**config.mk**
```make
export PLATFORM = sky130hd
export DESIGN_NAME = fetch_unit_flat
export DESIGN_NICKNAME = d
export VERILOG_FILES = /design/src/rtl/fetch_unit_pkg.sv /design/src/rtl/fetch_unit_if.sv /design/src/rtl/fetch_unit_pc_next_mux.sv /design/src/rtl/fetch_unit.sv /design/src/flat_wrapper.sv
export SDC_FILE = /design/constraint.sdc
export NUM_CORES = 1
export LEC_CHECK = 0
export ABC_AREA = 1
export CAP_MARGIN = 10
export CORE_UTILIZATION = 44
export CTS_BUF_LIST = sky130_fd_sc_hd__clkbuf_8
export CTS_CLUSTER_DIAMETER = 150
export DETAILED_ROUTE_END_ITERATION = 7
export GPL_ROUTABILITY_DRIVEN = 1
export GPL_TIMING_DRIVEN = 0
export PLACE_DENSITY = 0.92
export SLEW_MARGIN = 5
export SYNTH_ARGS = -nofsm -noshare
export SYNTH_HDL_FRONTEND = slang
export SYNTH_HIERARCHICAL = 1
export SYNTH_SLANG_ARGS = --single-unit
```
**constraint.sdc**
```tcl
create_clock -name CLK -period 1.9 [get_ports CLK]
set_input_delay 0.38 -clock CLK [delete_from_list [all_inputs] [get_ports CLK]]
set_output_delay 0.38 -clock CLK [all_outputs]
set_load 0.05 [all_outputs]
```
**src/rtl/fetch_unit_pkg.sv**
```systemverilog
// Shared definitions for the fetch unit and its neighbour control FSM:
// PCSource encodings, fetch FSM states, IR field positions and the NOP word.
package fetch_unit_pkg;

  typedef enum logic [1:0] {
    PCSRC_SEQ    = 2'd0,
    PCSRC_ALU    = 2'd1,
    PCSRC_ALUOUT = 2'd2,
    PCSRC_JUMP   = 2'd3
  } pcsrc_e;

  typedef enum logic [1:0] {
    ST_IDLE = 2'd0,
    ST_WAIT = 2'd1,
    ST_LOAD = 2'd2
  } fetch_state_e;

  localparam int OP_MSB  = 15;
  localparam int OP_LSB  = 12;
  localparam int RD_MSB  = 11;
  localparam int RD_LSB  = 8;
  localparam int RS_MSB  = 7;
  localparam int RS_LSB  = 4;
  localparam int RT_MSB  = 3;
  localparam int RT_LSB  = 0;
  localparam int IMM_MSB = 7;
  localparam int IMM_LSB = 0;

  // Jump target keeps the PC's top bits and takes IR[11:0] as a halfword index.
  localparam int JUMP_FIELD_W = 12;

  localparam logic [15:0] NOP_INSTR = 16'h0000;

endpackage

```
**src/rtl/fetch_unit_if.sv**
```systemverilog
// Instruction-memory read port: the fetch unit is master, the memory is slave.
interface fetch_unit_if #(
  parameter int WIDTH = 16
) ();

  logic             mem_req;
  logic [WIDTH-1:0] mem_addr;
  logic [WIDTH-1:0] mem_rdata;
  logic             mem_ready;

  modport master (
    output mem_req,
    output mem_addr,
    input  mem_rdata,
    input  mem_ready
  );

  modport slave (
    input  mem_req,
    input  mem_addr,
    output mem_rdata,
    output mem_ready
  );

endinterface

```
**src/rtl/fetch_unit_pc_next_mux.sv**
```systemverilog
// Next-PC selection: sequential increment, ALU result, registered ALU output
// or the jump target built from the current IR.
module fetch_unit_pc_next_mux
  import fetch_unit_pkg::*;
#(
  parameter int WIDTH   = 16,
  parameter int PC_STEP = 2
) (
  input  pcsrc_e                  pc_source_i,
  input  logic [WIDTH-1:0]        pc_i,
  input  logic [WIDTH-1:0]        alu_result_i,
  input  logic [WIDTH-1:0]        alu_out_i,
  input  logic [JUMP_FIELD_W-1:0] jump_field_i,
  output logic [WIDTH-1:0]        pc_next_o
);

  logic [WIDTH-1:0] pc_seq;
  logic [WIDTH-1:0] pc_jump;

  // Plain WIDTH-bit add: the increment wraps modulo 2^WIDTH.
  assign pc_seq  = pc_i + WIDTH'(PC_STEP);
  assign pc_jump = {pc_i[WIDTH-1:JUMP_FIELD_W+1], jump_field_i, 1'b0};

  always_comb begin
    unique case (pc_source_i)
      PCSRC_SEQ:    pc_next_o = pc_seq;
      PCSRC_ALU:    pc_next_o = alu_result_i;
      PCSRC_ALUOUT: pc_next_o = alu_out_i;
      PCSRC_JUMP:   pc_next_o = pc_jump;
      default:      pc_next_o = pc_seq;
    endcase
  end

endmodule

```
**src/rtl/fetch_unit.sv**
```systemverilog
// Fetch unit: owns PC and IR, runs the instruction-memory read handshake and
// decodes IR fields. FETCH_TIMEOUT_EN adds a wait-cycle limit and fetch_err.
module fetch_unit #(
  parameter int               WIDTH     = 16,
  parameter int               PC_STEP   = 2,
  parameter logic [WIDTH-1:0] RESET_PC  = '0,
  parameter logic [WIDTH-1:0] NOP_INSTR = fetch_unit_pkg::NOP_INSTR
`ifdef FETCH_TIMEOUT_EN
  ,
  parameter int               MAX_WAIT  = 15
`endif
) (
  input  logic             CLK,
  input  logic             Reset,
  input  logic             IRWrite,
  input  logic             PCWrite,
  input  logic             PCWriteCond,
  input  logic             Zero,
  input  logic [1:0]       PCSource,
  input  logic [WIDTH-1:0] ALUResult,
  input  logic [WIDTH-1:0] ALUOut,
  fetch_unit_if.master     mem,
  output logic [WIDTH-1:0] PC,
  output logic [WIDTH-1:0] IR,
  output logic [3:0]       op,
  output logic [3:0]       rd,
  output logic [3:0]       rs,
  output logic [3:0]       rt,
  output logic [7:0]       imm,
  output logic             ir_valid,
  output logic             Stall,
  output logic             fetch_err
);

  import fetch_unit_pkg::*;

  fetch_state_e     state_q;
  logic [WIDTH-1:0] pc_q;
  logic [WIDTH-1:0] ir_q;
  logic [WIDTH-1:0] addr_q;
  logic             req_q;
  logic             valid_q;
  logic             stall_q;
  logic [WIDTH-1:0] pc_next;
  logic             pc_en;
  logic             wait_timeout;

  fetch_unit_pc_next_mux #(
    .WIDTH   (WIDTH),
    .PC_STEP (PC_STEP)
  ) u_pc_next_mux (
    .pc_source_i  (pcsrc_e'(PCSource)),
    .pc_i         (pc_q),
    .alu_result_i (ALUResult),
    .alu_out_i    (ALUOut),
    .jump_field_i (ir_q[JUMP_FIELD_W-1:0]),
    .pc_next_o    (pc_next)
  );

  assign pc_en = PCWrite | (PCWriteCond & Zero);

  // NOTE: sequential state uses non-blocking assignments so every register
  // samples pre-edge values; this is what lets mem_addr capture the old PC
  // while PC takes its new value on the same edge.
  always_ff @(posedge CLK or negedge Reset) begin
    if (!Reset) begin
      pc_q <= RESET_PC;
    end else if (pc_en) begin
      pc_q <= pc_next;
    end
  end

`ifdef FETCH_TIMEOUT_EN
  localparam logic [3:0] MAX_WAIT_C = 4'(MAX_WAIT);

  logic [3:0] wait_cnt_q;
  logic [3:0] wait_cnt_d;
  logic       fetch_err_q;

  assign wait_cnt_d   = wait_cnt_q + 4'd1;
  assign wait_timeout = (state_q == ST_WAIT) && !mem.mem_ready && (wait_cnt_d == MAX_WAIT_C);

  // Counter is held at zero outside WAIT, so it starts clean on every entry.
  always_ff @(posedge CLK or negedge Reset) begin
    if (!Reset) begin
      wait_cnt_q  <= '0;
      fetch_err_q <= 1'b0;
    end else begin
      wait_cnt_q <= (state_q == ST_WAIT) ? wait_cnt_d : 4'd0;
      if (wait_timeout) begin
        fetch_err_q <= 1'b1;
      end
    end
  end

  assign fetch_err = fetch_err_q;
`else
  assign wait_timeout = 1'b0;
  assign fetch_err    = 1'b0;
`endif

  always_ff @(posedge CLK or negedge Reset) begin
    if (!Reset) begin
      state_q <= ST_IDLE;
      ir_q    <= NOP_INSTR;
      addr_q  <= '0;
      req_q   <= 1'b0;
      valid_q <= 1'b0;
      stall_q <= 1'b0;
    end else begin
      valid_q <= 1'b0;
      unique case (state_q)
        // LOAD accepts a new IRWrite exactly like IDLE for back-to-back fetches.
        ST_IDLE, ST_LOAD: begin
          state_q <= ST_IDLE;
          stall_q <= 1'b0;
          if (IRWrite) begin
            addr_q  <= pc_q;
            req_q   <= 1'b1;
            stall_q <= 1'b1;
            state_q <= ST_WAIT;
          end
        end
        ST_WAIT: begin
          if (mem.mem_ready) begin
            ir_q    <= mem.mem_rdata;
            req_q   <= 1'b0;
            stall_q <= 1'b0;
            valid_q <= 1'b1;
            state_q <= ST_LOAD;
          end else if (wait_timeout) begin
            ir_q    <= NOP_INSTR;
            req_q   <= 1'b0;
            stall_q <= 1'b0;
            valid_q <= 1'b1;
            state_q <= ST_LOAD;
          end
        end
        default: begin
          state_q <= ST_IDLE;
          req_q   <= 1'b0;
          stall_q <= 1'b0;
        end
      endcase
    end
  end

  assign mem.mem_req  = req_q;
  assign mem.mem_addr = addr_q;

  assign PC       = pc_q;
  assign IR       = ir_q;
  assign ir_valid = valid_q;
  assign Stall    = stall_q;

  assign op  = ir_q[OP_MSB:OP_LSB];
  assign rd  = ir_q[RD_MSB:RD_LSB];
  assign rs  = ir_q[RS_MSB:RS_LSB];
  assign rt  = ir_q[RT_MSB:RT_LSB];
  assign imm = ir_q[IMM_MSB:IMM_LSB];

endmodule

```
**src/flat_wrapper.sv**
```systemverilog
// flat-port wrapper written by rule: the top's interface ports become plain ports
module fetch_unit_flat import fetch_unit_pkg::*;
#(
  parameter int               WIDTH     = 16,
  parameter int               PC_STEP   = 2,
  parameter logic [WIDTH-1:0] RESET_PC  = '0,
  parameter logic [WIDTH-1:0] NOP_INSTR = fetch_unit_pkg::NOP_INSTR

)
  (CLK, Reset, IRWrite, PCWrite, PCWriteCond, Zero, PCSource, ALUResult, ALUOut, PC, IR, op, rd, rs, rt, imm, ir_valid, Stall, fetch_err, mem_mem_req, mem_mem_addr, mem_mem_rdata, mem_mem_ready);
  fetch_unit_if #(.WIDTH(WIDTH)) mem_i ();
  input  logic CLK;
  input  logic Reset;
  input  logic IRWrite;
  input  logic PCWrite;
  input  logic PCWriteCond;
  input  logic Zero;
  input  logic [1:0] PCSource;
  input  logic [WIDTH-1:0] ALUResult;
  input  logic [WIDTH-1:0] ALUOut;
  output logic [WIDTH-1:0] PC;
  output logic [WIDTH-1:0] IR;
  output logic [3:0] op;
  output logic [3:0] rd;
  output logic [3:0] rs;
  output logic [3:0] rt;
  output logic [7:0] imm;
  output logic ir_valid;
  output logic Stall;
  output logic fetch_err;
  output wire logic [$bits(mem_i.mem_req)-1:0] mem_mem_req;
  output wire logic [$bits(mem_i.mem_addr)-1:0] mem_mem_addr;
  input wire logic [$bits(mem_i.mem_rdata)-1:0] mem_mem_rdata;
  input wire logic [$bits(mem_i.mem_ready)-1:0] mem_mem_ready;
  assign mem_mem_req = mem_i.mem_req;
  assign mem_mem_addr = mem_i.mem_addr;
  assign mem_i.mem_rdata = mem_mem_rdata;
  assign mem_i.mem_ready = mem_mem_ready;
  fetch_unit #(.WIDTH(WIDTH), .PC_STEP(PC_STEP), .RESET_PC(RESET_PC), .NOP_INSTR(NOP_INSTR)) u_core (.CLK(CLK), .Reset(Reset), .IRWrite(IRWrite), .PCWrite(PCWrite), .PCWriteCond(PCWriteCond), .Zero(Zero), .PCSource(PCSource), .ALUResult(ALUResult), .ALUOut(ALUOut), .mem(mem_i), .PC(PC), .IR(IR), .op(op), .rd(rd), .rs(rs), .rt(rt), .imm(imm), .ir_valid(ir_valid), .Stall(Stall), .fetch_err(fetch_err));
endmodule
```
== Word level (Yosys, flattened, before mapping) ==
Cells that the tools add are included.

* Add/sub/neg operators: 1
* Equal/unequal tests: 7
* Mux-type cells: 11
* Reduce and logical (&&, ||, !) cells: 7
* Bitwise logic cells: 3

{| class="wikitable"
|+ Operators by type and width
! cell !! count
|-
| $pmux W16 S4 || 1
|-
| $add A16 B2 Y16 const B || 1
|-
| $reduce_and A2 Y1 || 4
|-
| $eq A2 B2 Y1 const B || 3
|-
| $mux W1 || 6
|-
| $eq A2 B1 Y1 const B || 2
|-
| $logic_not A2 Y1 || 2
|-
| $ne A2 B2 Y1 const B || 2
|-
| $pmux W1 S2 || 2
|-
| $pmux W2 S2 || 1
|-
| $mux W2 || 1
|-
| $reduce_or A2 Y1 || 1
|-
| $and A1 B1 Y1 || 1
|-
| $not A1 Y1 || 1
|-
| $or A1 B1 Y1 || 1
|}

* Flip-flop bits (word level): 53
* Word-level logic and storage cells: 37

== Depth between registers and ports, before layout ==
Gate-level depths: netlist of the first run.

* Depth after elaboration: 4
* Gate-level depth with buffers: 10

== Hierarchy ==
The synthesis of the first run kept the hierarchy.

{| class="wikitable"
|+ By module, submodules not included
! module !! times used !! seq. area each (µm²) !! cells each !! area an instance (µm²)
|-
| fetch_unit || 1 || 1,301.2 || 251 || 2,287.2
|-
| fetch_unit_pc_next_mux || 1 || 0.0 || 175 || 767.0
|}

== Worst setup path after synthesis of the first run ==
No wires, ideal clock.

* Path kind: register -> register
* From: reg u_core.pc_q[1] (netlist: u_core/PC[1])
* To: reg u_core.pc_q[15] (netlist: u_core/PC[15])
* Setup slack: 0.112 ns
* Stages on the path, launching flop included: 11
* Path buffers: 0
* Arrival: 1.669 ns
* Data required time: 1.781 ns
* Cells stage by stage: dfrtp_1 -> ha_1 -> nand3_1 -> nor2_1 -> nand3_1 -> nand2_1 -> nand2_1 -> nand2_1 -> nand2_1 -> nand2_1 -> nand2_1

* Longest elaborated chain between the ends: 2

{| class="wikitable"
|+ RTL lines
! element !! RTL line !! RTL
|-
| from (decl) || fetch_unit.sv:38 || <nowiki>logic [WIDTH-1:0] pc_q;</nowiki>
|-
| from (signal assigned) || fetch_unit.sv:69 || <nowiki>pc_q <= pc_next;</nowiki>
|-
| $add A16 B2 Y16 || fetch_unit_pc_next_mux.sv:21 || <nowiki>assign pc_seq = pc_i + WIDTH'(PC_STEP);</nowiki>
|-
| $pmux W16 S4 || fetch_unit_pc_next_mux.sv:25 || <nowiki>unique case (pc_source_i)</nowiki>
|-
| named net u_core.pc_next[15] || fetch_unit.sv:44 || <nowiki>logic [WIDTH-1:0] pc_next;</nowiki>
|}

The timed path passes the listed nets, and every way through them passes these cells.
A chain may end at the register's enable or synchronous reset.

== Final worst setup path of the first run ==
* From: reg u_core.addr_q[12] (netlist: u_core/mem.mem_addr[12])
* To: out mem_mem_addr[12]

{| class="wikitable"
|+ RTL lines
! element !! RTL line !! RTL
|-
| from (decl) || fetch_unit.sv:40 || <nowiki>logic [WIDTH-1:0] addr_q;</nowiki>
|-
| from (signal assigned) || fetch_unit.sv:118 || <nowiki>addr_q <= pc_q;</nowiki>
|-
| to (decl) || flat_wrapper.sv:32 || <nowiki>output wire logic [$bits(mem_i.mem_addr)-1:0] mem_mem_addr;</nowiki>
|}

No word-level cell between the ends.

==> results of run 1 <==
==> state kept, by name, summed over array words and instances, names as in the netlist <==
register             count
u_core/IR               16
u_core/PC               16
u_core/Stall             1
u_core/ir_valid          1
u_core/mem.mem_addr     16
u_core/mem.mem_req       1
u_core/state_q           1
==> cell type report <==
cell class	count	area [um^2]	share of cell area, %
multi-input combinational	305	1350	29.8
sequential	52	1300	28.8
clock buffer	5	68.8	1.52
timing repair buffer	130	1270	28.1
inverter	27	101	2.24
clock inverter	3	27.5	0.609
tap	77	96.3	2.13
buffer	42	305	6.76
==> cells by family (layout without fill, tap and decap cells) <==
family,after synthesis,in the layout,synth area share [%]
fa+ha+maj,1,1,0.410
flops,52,52,42.6
simple gates,278,278,39.0
other cells,1,1,0.123
xor+xnor,1,1,0.287
compound gates,24,24,4.26
buf+inv,69,207,13.3
==> stage by stage <==
stage               cell area [um^2]  TNS, ns  setup slack, ns
floorplan                       3050        0            0.112
global placement                4440   -52.27            -1.00
detailed placement              4460  -0.0546          -0.0304
CTS                             4480        0          0.00580
global route                    4520        0         0.000382
finish                          4520        0           0.0372
==> routing by layer <==
| metal | GRT usage [%] | routed length (um) | share of wire, % |
|---|---|---|---|
| met1 | 31.5 | 3560 | 37 |
| met2 | 49.0 | 4800 | 50 |
| met3 | 7.59 | 1040 | 11 |
| met4 | 11.2 | 284 | 2.9 |
| met5 | 0 | 0 | 0 |
==> cell usage in the layout (no fill, tap or decap), drive strengths merged <==
cell type / n
nor2: 19
o21ai: 12
dfrtp: 52
nand4: 23
a32oi: 2
clkbuf: 5
buf: 44
clkinvlp: 1
nand2: 188
a21oi: 9
xnor2: 1
clkinv: 1
nand3: 46
dlymetal6s2s: 13
ha: 1
nor3: 2
conb: 1
o21a: 1
dlygate4sd2: 55
clkdlybuf4s50: 60
inv: 28
==> Yosys cell counts (2+ instances only) <==
library cell / count
o21ai_0: 12
buf_6: 2
inv_1: 24
buf_4: 33
dfrtp_1: 52
nand2_1: 185
nor3_1: 2
inv_2: 3
nand3_1: 45
a21oi_1: 9
nand4_1: 23
nand2_2: 3
a32oi_1: 2
buf_2: 7
nor2_1: 17
==> worst max path at each step <==
stage | startpoint | endpoint | slack (ns)
global placement | Reset | u_core/mem.mem_addr[10] | -1.00
global route | u_core/mem.mem_addr[13] | mem_mem_addr[13] | 0.0004
finish | u_core/mem.mem_addr[12] | mem_mem_addr[12] | 0.04
CTS | u_core/IR[15] | IR[15] | 0.006
floorplan | u_core/PC[1] | u_core/PC[15] | 0.11
detailed placement | PCSource[1] | u_core/PC[3] | -0.03
==> what timing repair did <==
item,4_1_cts,5_1_grt
setup buffers,0,0
resized for setup,55,13
endpoints found under the setup margin,55,13
cloned,0,0
==> power by group through the flow <==
stage,clock [mW],sequential [mW],combinational [mW]
floorplan,0,2.62,1.40
global placement,0,1.71,3.47
detailed placement,0,1.73,3.53
CTS,0.682,1.71,3.31
global route,0.727,1.75,3.46
finish,0.673,1.71,3.29
==> worst reg2reg max path, stage by stage (launching register included) <==
cell     delay (ns)
dfrtp_1        0.46
ha_1           0.22
nand3_1        0.23
nor2_1         0.28
nand3_1        0.10
nand2_1        0.07
nand2_1        0.04
nand2_1        0.06
nand2_1        0.05
nand2_1        0.07
nand2_1        0.05
==> run_results.csv, run 1 <==
group,metric,value,unit
status,status,"finished, final reports clean",
pwr,p_switching,3.00,mW
pwr,clkPwrFrac,11.9,%
synthesis,synth_edf_count,0,
synthesis,synth_top_area_share,42.6,%
worst_setup_path,crit_path_end_kind,"output pin",
clocking,clockRootBuffer,"clkbuf_8",
clocking,cts_buffer_depth,2,
clocking,numCtsBuffers,5,
timing,maxSlewHeadroom,63.7,%
worst_setup_path,worst-setup-path-type,"register to output pin",
synthesis,ys_ff_latch,52,
floorplanning,core.rowCount,29,
timing,period_minus_slack,1.86,ns
route,drtIter0Drc,344,
pwr,leakage,2.58,nW
synthesis,yosys-top-cells-area,"dfrtp_1, nand2_1, buf_4, nand3_1, nand4_1",
worst_setup_path,rr_endpoint,"u_core/PC[15]",
clocking,cts_tree,"built",
synthesis,synth-main-ff-cell,"dfrtp_1",
finish,drive_above_1_share,10.8,%
route,wl_per_cell,15.1,um
worst_setup_path,critPathMaxStageDelay,0.81,ns
run,cap_violations,0,
worst_setup_path,critPathTopFamily,"buffers and inverters",
pwr,p_per_area,1260,mW/mm^2
worst_setup_path,r2r.worst_path.cells,10,
finish,fin_nets,621,
place,globalplace.congestion,0.869,
worst_setup_path,crit_path_start_kind,"register",
synthesis,netlist_instances,426,
finish,fin_util,69.2,%
worst_setup_path,cp_max_fo,2,
clocking,clk_pin_slew,0.10,ns
worst_setup_path,critical_path_buf_inv_count,1,
timing,fmax,537,MHz
synthesis,yosysWarnings,6,
hold_path,hold_path.class,"primary input to async pin",
pwr,p_total,5.67,mW
synthesis,synthArstFlopShare,100,%
worst_setup_path,crit_arrival,1.48,ns
clocking,cts_htree_levels,2,
pwr,peakVddDrop,0.00104,V
timing,holdWs,0.0117,ns
synthesis,synth_cell_types,22,
synthesis,netlist_area,0.00305,mm^2
timing,min_period_over_period,98.0,%
route,drc,0,
synthesis,syn_avg_cell_area,7.17,um^2
place,hpwl,7380,um
synthesis,synth_top_area_cell,"dfrtp_1",
worst_setup_path,reg2reg_from,"u_core/PC[1]",
route,via_per_inst,5.37,
floorplanning,io_pins,133,
timing,tightest_slew,0.543,ns
worst_setup_path,path_depth,1,
timing,fin_skew,0.00656,ns
floorplanning,die_h,85.3,um
floorplanning,core_area,0.00653,mm^2
worst_setup_path,crit_path_cell_trace,"clkdlybuf4s50_1",
timing,finalMaxSlewViolations,0,
route,vias,3445,
pwr,seqPwrFrac,30.1,%
global_routing,grt-ovfl-total,0,
timing,rsz0062_at_grt,"false",
worst_setup_path,slowest_stage,"clkdlybuf4s50_1",
floorplanning,dieArea,0.00728,mm^2
timing,hold_viol,0,
worst_setup_path,critical_path_required,1.52,ns
clocking,cts.sinks,52,
pwr,p_comb_share,58.1,%
finish,stdcell_count,641,
global_routing,grt_pass1_wl,15900,um
synthesis,syn-num-nets,484,
pwr,intPower,2.67,mW
route,drtAntennaViolNets,0,
floorplanning,initial_core_util,46.8,%
finish,nFillCells,541,
synthesis,yosysSeqAreaShare,42.6,%
route,drt_first_pass_iters,5,
global_routing,antenna_found_initial,0,
clocking,cts-hold-fix-buffers,0,
floorplanning,fp.dieW,85.3,um
global_routing,grt_max_degree,33,
clocking,worstSkewPairLatency,0.31,ns
timing,setup_violations,0,
place,dp_cells,633,
global_routing,grt_pass1_vias,3414,
worst_setup_path,r2r_slack,0.17,ns
route,routed_wl,9680,um
finish,area_growth,47.9,%
finish,antenna_cells,0,
pwr,swShare,52.9,%
global_routing,grt_util_all_layers,27.6,%
place,portBuffers,129,
Power figures use the tool's default switching activity.
==> run 2: changes to the inputs <==
--- a/config.mk
+++ b/config.mk
@@ -14,6 +14,7 @@
 export GPL_ROUTABILITY_DRIVEN = 1
 export GPL_TIMING_DRIVEN = 0
 export PLACE_DENSITY = 0.92
+export SETUP_SLACK_MARGIN = 0.3
 export SLEW_MARGIN = 5
 export SYNTH_ARGS = -nofsm -noshare
 export SYNTH_HDL_FRONTEND = slang
==> constraint.sdc (replaced) <==
create_clock -name CLK -period 1.9 [get_ports CLK]
set_input_delay 0.38 -clock CLK [delete_from_list [all_inputs] [get_ports CLK]]
set_output_delay 0.38 -clock CLK [all_outputs]
set_load 0.005 [all_outputs]
==> run 2 against run 1 <==
Against the previous run:
- cell count increased by 8.0%
- register-to-register slack improved by 0.02 ns
- core utilization is 7.8 points higher
- clock power up 7.3%
- sequential share of layout area is 2.4 points lower
- routed wire length increased by 35%
- design area rose by 11%
- via count increased by 16%
- non-clock buffer count rose by 50
- fmax is 9.0% higher
- sequential power shrank 4%
==> run_results.csv, run 2 (same netlist as run 1, synthesis figures left out) <==
group,metric,value,unit
worst_setup_path,crit_arrival,1.94,ns
timing,hold_viol,0,
clocking,cts-hold-fix-buffers,0,
finish,fin_nets,671,
route,drt_first_pass_iters,6,
finish,final_cell_mix,"nand2_1, buf_4, clkdlybuf4s50_1",
finish,nFillCells,399,
global_routing,grt_pass1_vias,3892,
route,drc,0,
floorplanning,core_area,0.00653,mm^2
clocking,cts.sinks,52,
worst_setup_path,critPathMaxStageDelay,0.44,ns
clocking,cts_htree_levels,2,
worst_setup_path,crit_path_cell_trace,"buf_4, ha_4, nand3_4, nand2_1, inv_1, o21ai_0, nand4_1, nand2_1, nand2_1",
clocking,clockRootBuffer,"clkbuf_8",
worst_setup_path,cp_max_fo,6,
floorplanning,core.rowCount,29,
route,wl_per_cell,19.0,um
finish,fin_area,0.00503,mm^2
finish,multi_input_comb_area,0.00141,mm^2
finish,seqCellArea,0.00133,mm^2
place,placed_area,0.00446,mm^2
clocking,cts_buffer_depth,2,
pwr,p_total,4.82,mW
global_routing,grt_util_all_layers,34.3,%
timing,maxSlewHeadroom,64.7,%
global_routing,antenna_found_initial,1,
route,vias,3982,
finish,drive_above_1_share,24.3,%
worst_setup_path,critical_path_required,2.13,ns
floorplanning,dieArea,0.00728,mm^2
worst_setup_path,slowest_stage,"dfrtp_1",
route,routed_wl,13100,um
worst_setup_path,path_depth,9,
clocking,clk_pin_slew,0.13,ns
worst_setup_path,critical_path_buf_inv_count,2,
worst_setup_path,critPathTopFamily,"simple AND/OR/NAND/NOR gates",
clocking,numCtsBuffers,5,
finish,area_growth,64.6,%
run,cap_violations,0,
timing,tightest_slew,0.529,ns
floorplanning,io_pins,133,
status,status,"finished, final reports clean",
route,via_per_inst,5.75,
floorplanning,initial_core_util,46.8,%
floorplanning,fp.dieW,85.3,um
place,portBuffers,129,
timing,finalMaxSlewViolations,0,
route,drtIter0Drc,568,
finish,final_common_cell,"nand2_1",
worst_setup_path,crit_path_start_kind,"register",
worst_setup_path,crit_path_end_kind,"register",
worst_setup_path,r2r.worst_path.cells,9,
pwr,p_per_area,958,mW/mm^2
place,globalplace.congestion,0.869,
global_routing,grt-ovfl-total,0,
timing,min_period_over_period,89.9,%
worst_setup_path,cpMostUsedCell,"nand2_1",
place,hpwl,7380,um
timing,rsz0062_at_grt,"true",
pwr,peakVddDrop,0.000627,V
global_routing,grt_pass1_wl,19200,um
pwr,leakage,2.89,nW
floorplanning,die_h,85.3,um
route,drtAntennaViolNets,0,
timing,setup_violations,0,
hold_path,hold_path.class,"primary input to async pin",
worst_setup_path,worst-setup-path-type,"register to register",
timing,fmax,585,MHz
global_routing,grt_max_degree,33,
clocking,worstSkewPairLatency,0.33,ns
clocking,cts_tree,"built",
timing,period_minus_slack,1.71,ns
timing,fin_skew,0.0200,ns
run 2: path summary, 6_finish.rpt:
| path | endpoint | startpoint | slack, ns |
|---|---|---|---|
| hold reg to reg | u_core/mem.mem_addr[4] | u_core/mem.mem_addr[4] | 0.49 |
| min in group CLK | u_core/mem.mem_addr[4] | IRWrite | 0.37 |
| max in group asynchronous | u_core/PC[10] | Reset | 1.30 |
| setup reg to reg | u_core/PC[5] | u_core/PC[2] | 0.19 |
| hold / removal | u_core/IR[3] | Reset | 0.006 |
| setup / recovery | u_core/PC[5] | u_core/PC[2] | 0.19 |
run 2: power by group:
part	total, mW	switching (mW)	internal, mW
logic	2.45	1.07	1.38
clock network	0.722	0.449	0.272
registers	1.65	0.251	1.40
total	4.82	1.77	3.05
run 2: cell type report:
type / count / share of cell area [%]
repair buffers: 180 / 33.6
clock inverters: 3 / 0.547
diodes: 1 / 0.0498
multi-input cells: 305 / 28.0
flip-flops and latches: 52 / 26.4
clock buffers: 5 / 1.37
well taps: 77 / 1.92
plain buffers: 42 / 6.15
inverters: 27 / 2.02
run 2: through the flow:
step | hold slack (ns) | utilization [%] | cells | setup WS [ns] | setup TNS, ns
floorplan | 0.0844 | - | 426 | 0.494 | 0
detailed placement | 0.373 | 68.2 | 633 | -0.0304 | -0.0546
CTS | 0.0305 | 73.4 | 675 | 0.180 | 0
global route | 0.0277 | 77.0 | 692 | 0.131 | 0
global placement | 0.455 | 68.0 | 632 | -1.00 | -52.27
finish | 0.00626 | 77.0 | 692 | 0.192 | 0
run 2: what timing repair did:
item / 4_1_cts / 5_1_grt
pin swaps: 1 / 1
gates resized for setup: 65 / 57
setup endpoints to repair: 65 / 48
buffers inserted: 34 / 16
run 2: layer usage:
layer | vias up | GRT usage (%) | part of all wire [%]
li1 | 1720 | - | -
met1 | 1797 | 37.7 | 33
met2 | 376 | 62.2 | 48
met3 | 89 | 9.05 | 13
met4 | 0 | 14.8 | 5.8
met5 | - | 0 | 0
==> run 3: changes to the inputs <==
--- a/config.mk
+++ b/config.mk
@@ -15,7 +15,7 @@
 export GPL_TIMING_DRIVEN = 0
 export PLACE_DENSITY = 0.92
 export SETUP_SLACK_MARGIN = 0.3
-export SLEW_MARGIN = 5
+export SLEW_MARGIN = 30
 export SYNTH_ARGS = -nofsm -noshare
 export SYNTH_HDL_FRONTEND = slang
 export SYNTH_HIERARCHICAL = 1
==> run 3 against run 2 <==
Against the previous run:
- core utilization fell by 0.54 points
- register-to-register slack improved by 0.14 ns
- flip-flop and latch count did not move
- clock skew fell by 0.00080 ns
- highest routed layer unchanged
==> run_results.csv, run 3 (same netlist as run 1, synthesis figures left out) <==
group,metric,value,unit
finish,final_cell_mix,"nand2_1, buf_4, clkdlybuf4s50_1",
worst_setup_path,r2r_slack,0.33,ns
pwr,swShare,36.3,%
place,globalplace.congestion,0.869,
clocking,cts_tree,"built",
pwr,intPower,3.04,mW
floorplanning,core_area,0.00653,mm^2
route,drtAntennaViolNets,0,
floorplanning,initial_core_util,46.8,%
timing,setup_violations,0,
worst_setup_path,cpMostUsedCell,"buf_4",
floorplanning,fp.dieW,85.3,um
place,placed_area,0.00444,mm^2
worst_setup_path,cp_max_fo,2,
route,drt_first_pass_iters,6,
route,drc,0,
place,portBuffers,129,
global_routing,grt_pass1_vias,3896,
finish,stdcell_count,690,
timing,hold_viol,0,
clocking,numCtsBuffers,5,
global_routing,grt-ovfl-total,0,
finish,area_growth,63.5,%
run,cap_violations,0,
clocking,cts_buffer_depth,2,
worst_setup_path,worst-setup-path-type,"register to output pin",
route,via_per_inst,5.75,
worst_setup_path,crit_path_cell_trace,"buf_4, buf_4, dlygate4sd2_1",
clocking,cts-hold-fix-buffers,0,
pwr,seqPwrFrac,34.2,%
worst_setup_path,slowest_stage,"dfrtp_2",
worst_setup_path,critPathMaxStageDelay,0.45,ns
status,status,"finished, final reports clean",
timing,fmax,600,MHz
worst_setup_path,reg2reg_from,"u_core/PC[1]",
worst_setup_path,critical_path_required,1.52,ns
hold_path,hold_path.class,"primary input to async pin",
pwr,p_per_area,957,mW/mm^2
pwr,p_switching,1.74,mW
floorplanning,die_h,85.3,um
finish,antenna_cells,0,
place,hpwl,7200,um
floorplanning,core.rowCount,29,
timing,finalMaxSlewViolations,0,
route,vias,3969,
finish,fin_util,76.5,%
global_routing,grt_pass1_wl,18700,um
timing,rsz0062_at_grt,"true",
timing,tightest_slew,0.689,ns
floorplanning,dieArea,0.00728,mm^2
worst_setup_path,r2r.worst_path.cells,9,
pwr,leakage,2.86,nW
worst_setup_path,rr_endpoint,"u_core/PC[9]",
worst_setup_path,crit_path_end_kind,"output pin",
global_routing,grt_max_degree,53,
timing,setup_tns,0,ns
finish,drive_above_1_share,23.0,%
place,dp_cells,632,
clocking,cts.sinks,52,
worst_setup_path,crit_arrival,1.29,ns
finish,final_common_cell,"nand2_1",
pwr,clkPwrFrac,14.7,%
timing,fin_skew,0.0192,ns
clocking,clockRootBuffer,"clkbuf_8",
place,pre_cts_ws,-0.0469,ns
worst_setup_path,critical_path_buf_inv_count,3,
worst_setup_path,critPathTopFamily,"buffers and inverters",
global_routing,antenna_found_initial,0,
global_routing,grt_util_all_layers,33.1,%
worst_setup_path,crit_path_start_kind,"register",
timing,layout_setup_ws,0.233,ns
route,drtIter0Drc,517,
finish,fin_area,0.00499,mm^2
route,routed_wl,12900,um
finish,fin_nets,670,
finish,nFillCells,415,
floorplanning,io_pins,133,
timing,min_period_over_period,87.7,%
clocking,cts_htree_levels,2,
timing,period_minus_slack,1.67,ns
pwr,p_comb_share,51.1,%
pwr,peakVddDrop,0.000695,V
route,wl_per_cell,18.7,um
clocking,worstSkewPairLatency,0.32,ns
clocking,clk_pin_slew,0.12,ns
timing,maxSlewHeadroom,54.1,%
-- run 3: metal layers --
layer,global-route usage [%],wire [um],up-vias
li1,-,-,1720
met2,58.4,6220,371
met1,36.4,4400,1778
met3,8.66,1430,100
met4,17.7,870,0
met5,0,0,-
-- run 3: worst reg2reg max path, stage by stage (launching register included) --
cell and delay (ns):
dfrtp_2 0.46, ha_1 0.28, nand3_4 0.16, inv_1 0.09
nand2_1 0.09, nor2_1 0.05, o21ai_0 0.15, nand2_1 0.07
nand2_1 0.06, nand2_1 0.04
-- run 3: how the worst max path moves through the flow --
stage                       from                      end  cells past startpoint
finish              u_core/IR[4]                   imm[4]                      3
detailed placement   PCSource[0]             u_core/PC[7]                      7
global route        u_core/IR[4]                   imm[4]                      3
global placement           Reset  u_core/mem.mem_addr[10]                      1
floorplan           u_core/PC[1]            u_core/PC[15]                     10
CTS                 u_core/IR[7]                   imm[7]                      2
-- run 3: per-stage QoR --
step	total power [mW]	hold WS (ns)
CTS	4.49	0.108
global placement	3.61	0.455
finish	4.78	0.0833
floorplan	2.45	0.0844
detailed placement	3.68	0.451
global route	4.99	0.127
-- run 3: power by group through the flow --
stage | clock, mW | sequential, mW | combinational, mW
after floorplan | 0 | 1.67 | 0.781
after global placement | 0 | 1.71 | 1.90
after detailed placement | 0 | 1.73 | 1.95
after CTS | 0.674 | 1.63 | 2.18
after global routing | 0.742 | 1.66 | 2.59
final | 0.701 | 1.64 | 2.44
-- run 3: cell type report --
| class | instances | area [um^2] | share of cell area (%) |
|---|---|---|---|
| Timing Repair Buffer | 179 | 1670 | 33.5 |
| Inverter | 27 | 101 | 2.03 |
| Multi-Input combinational cell | 305 | 1390 | 27.9 |
| Buffer | 42 | 309 | 6.19 |
| Clock inverter | 3 | 26.3 | 0.526 |
| Clock buffer | 5 | 68.8 | 1.38 |
| Sequential cell | 52 | 1330 | 26.5 |
| Tap cell | 77 | 96.3 | 1.93 |
-- run 3: what timing repair did --
| action | 4_1_cts | 5_1_grt |
|---|---|---|
| pin swaps | 1 | 0 |
| hold endpoints to repair | 0 | 0 |
| setup buffers | 37 | 13 |
| setup endpoints to repair | 61 | 44 |
| gates resized for setup | 63 | 47 |
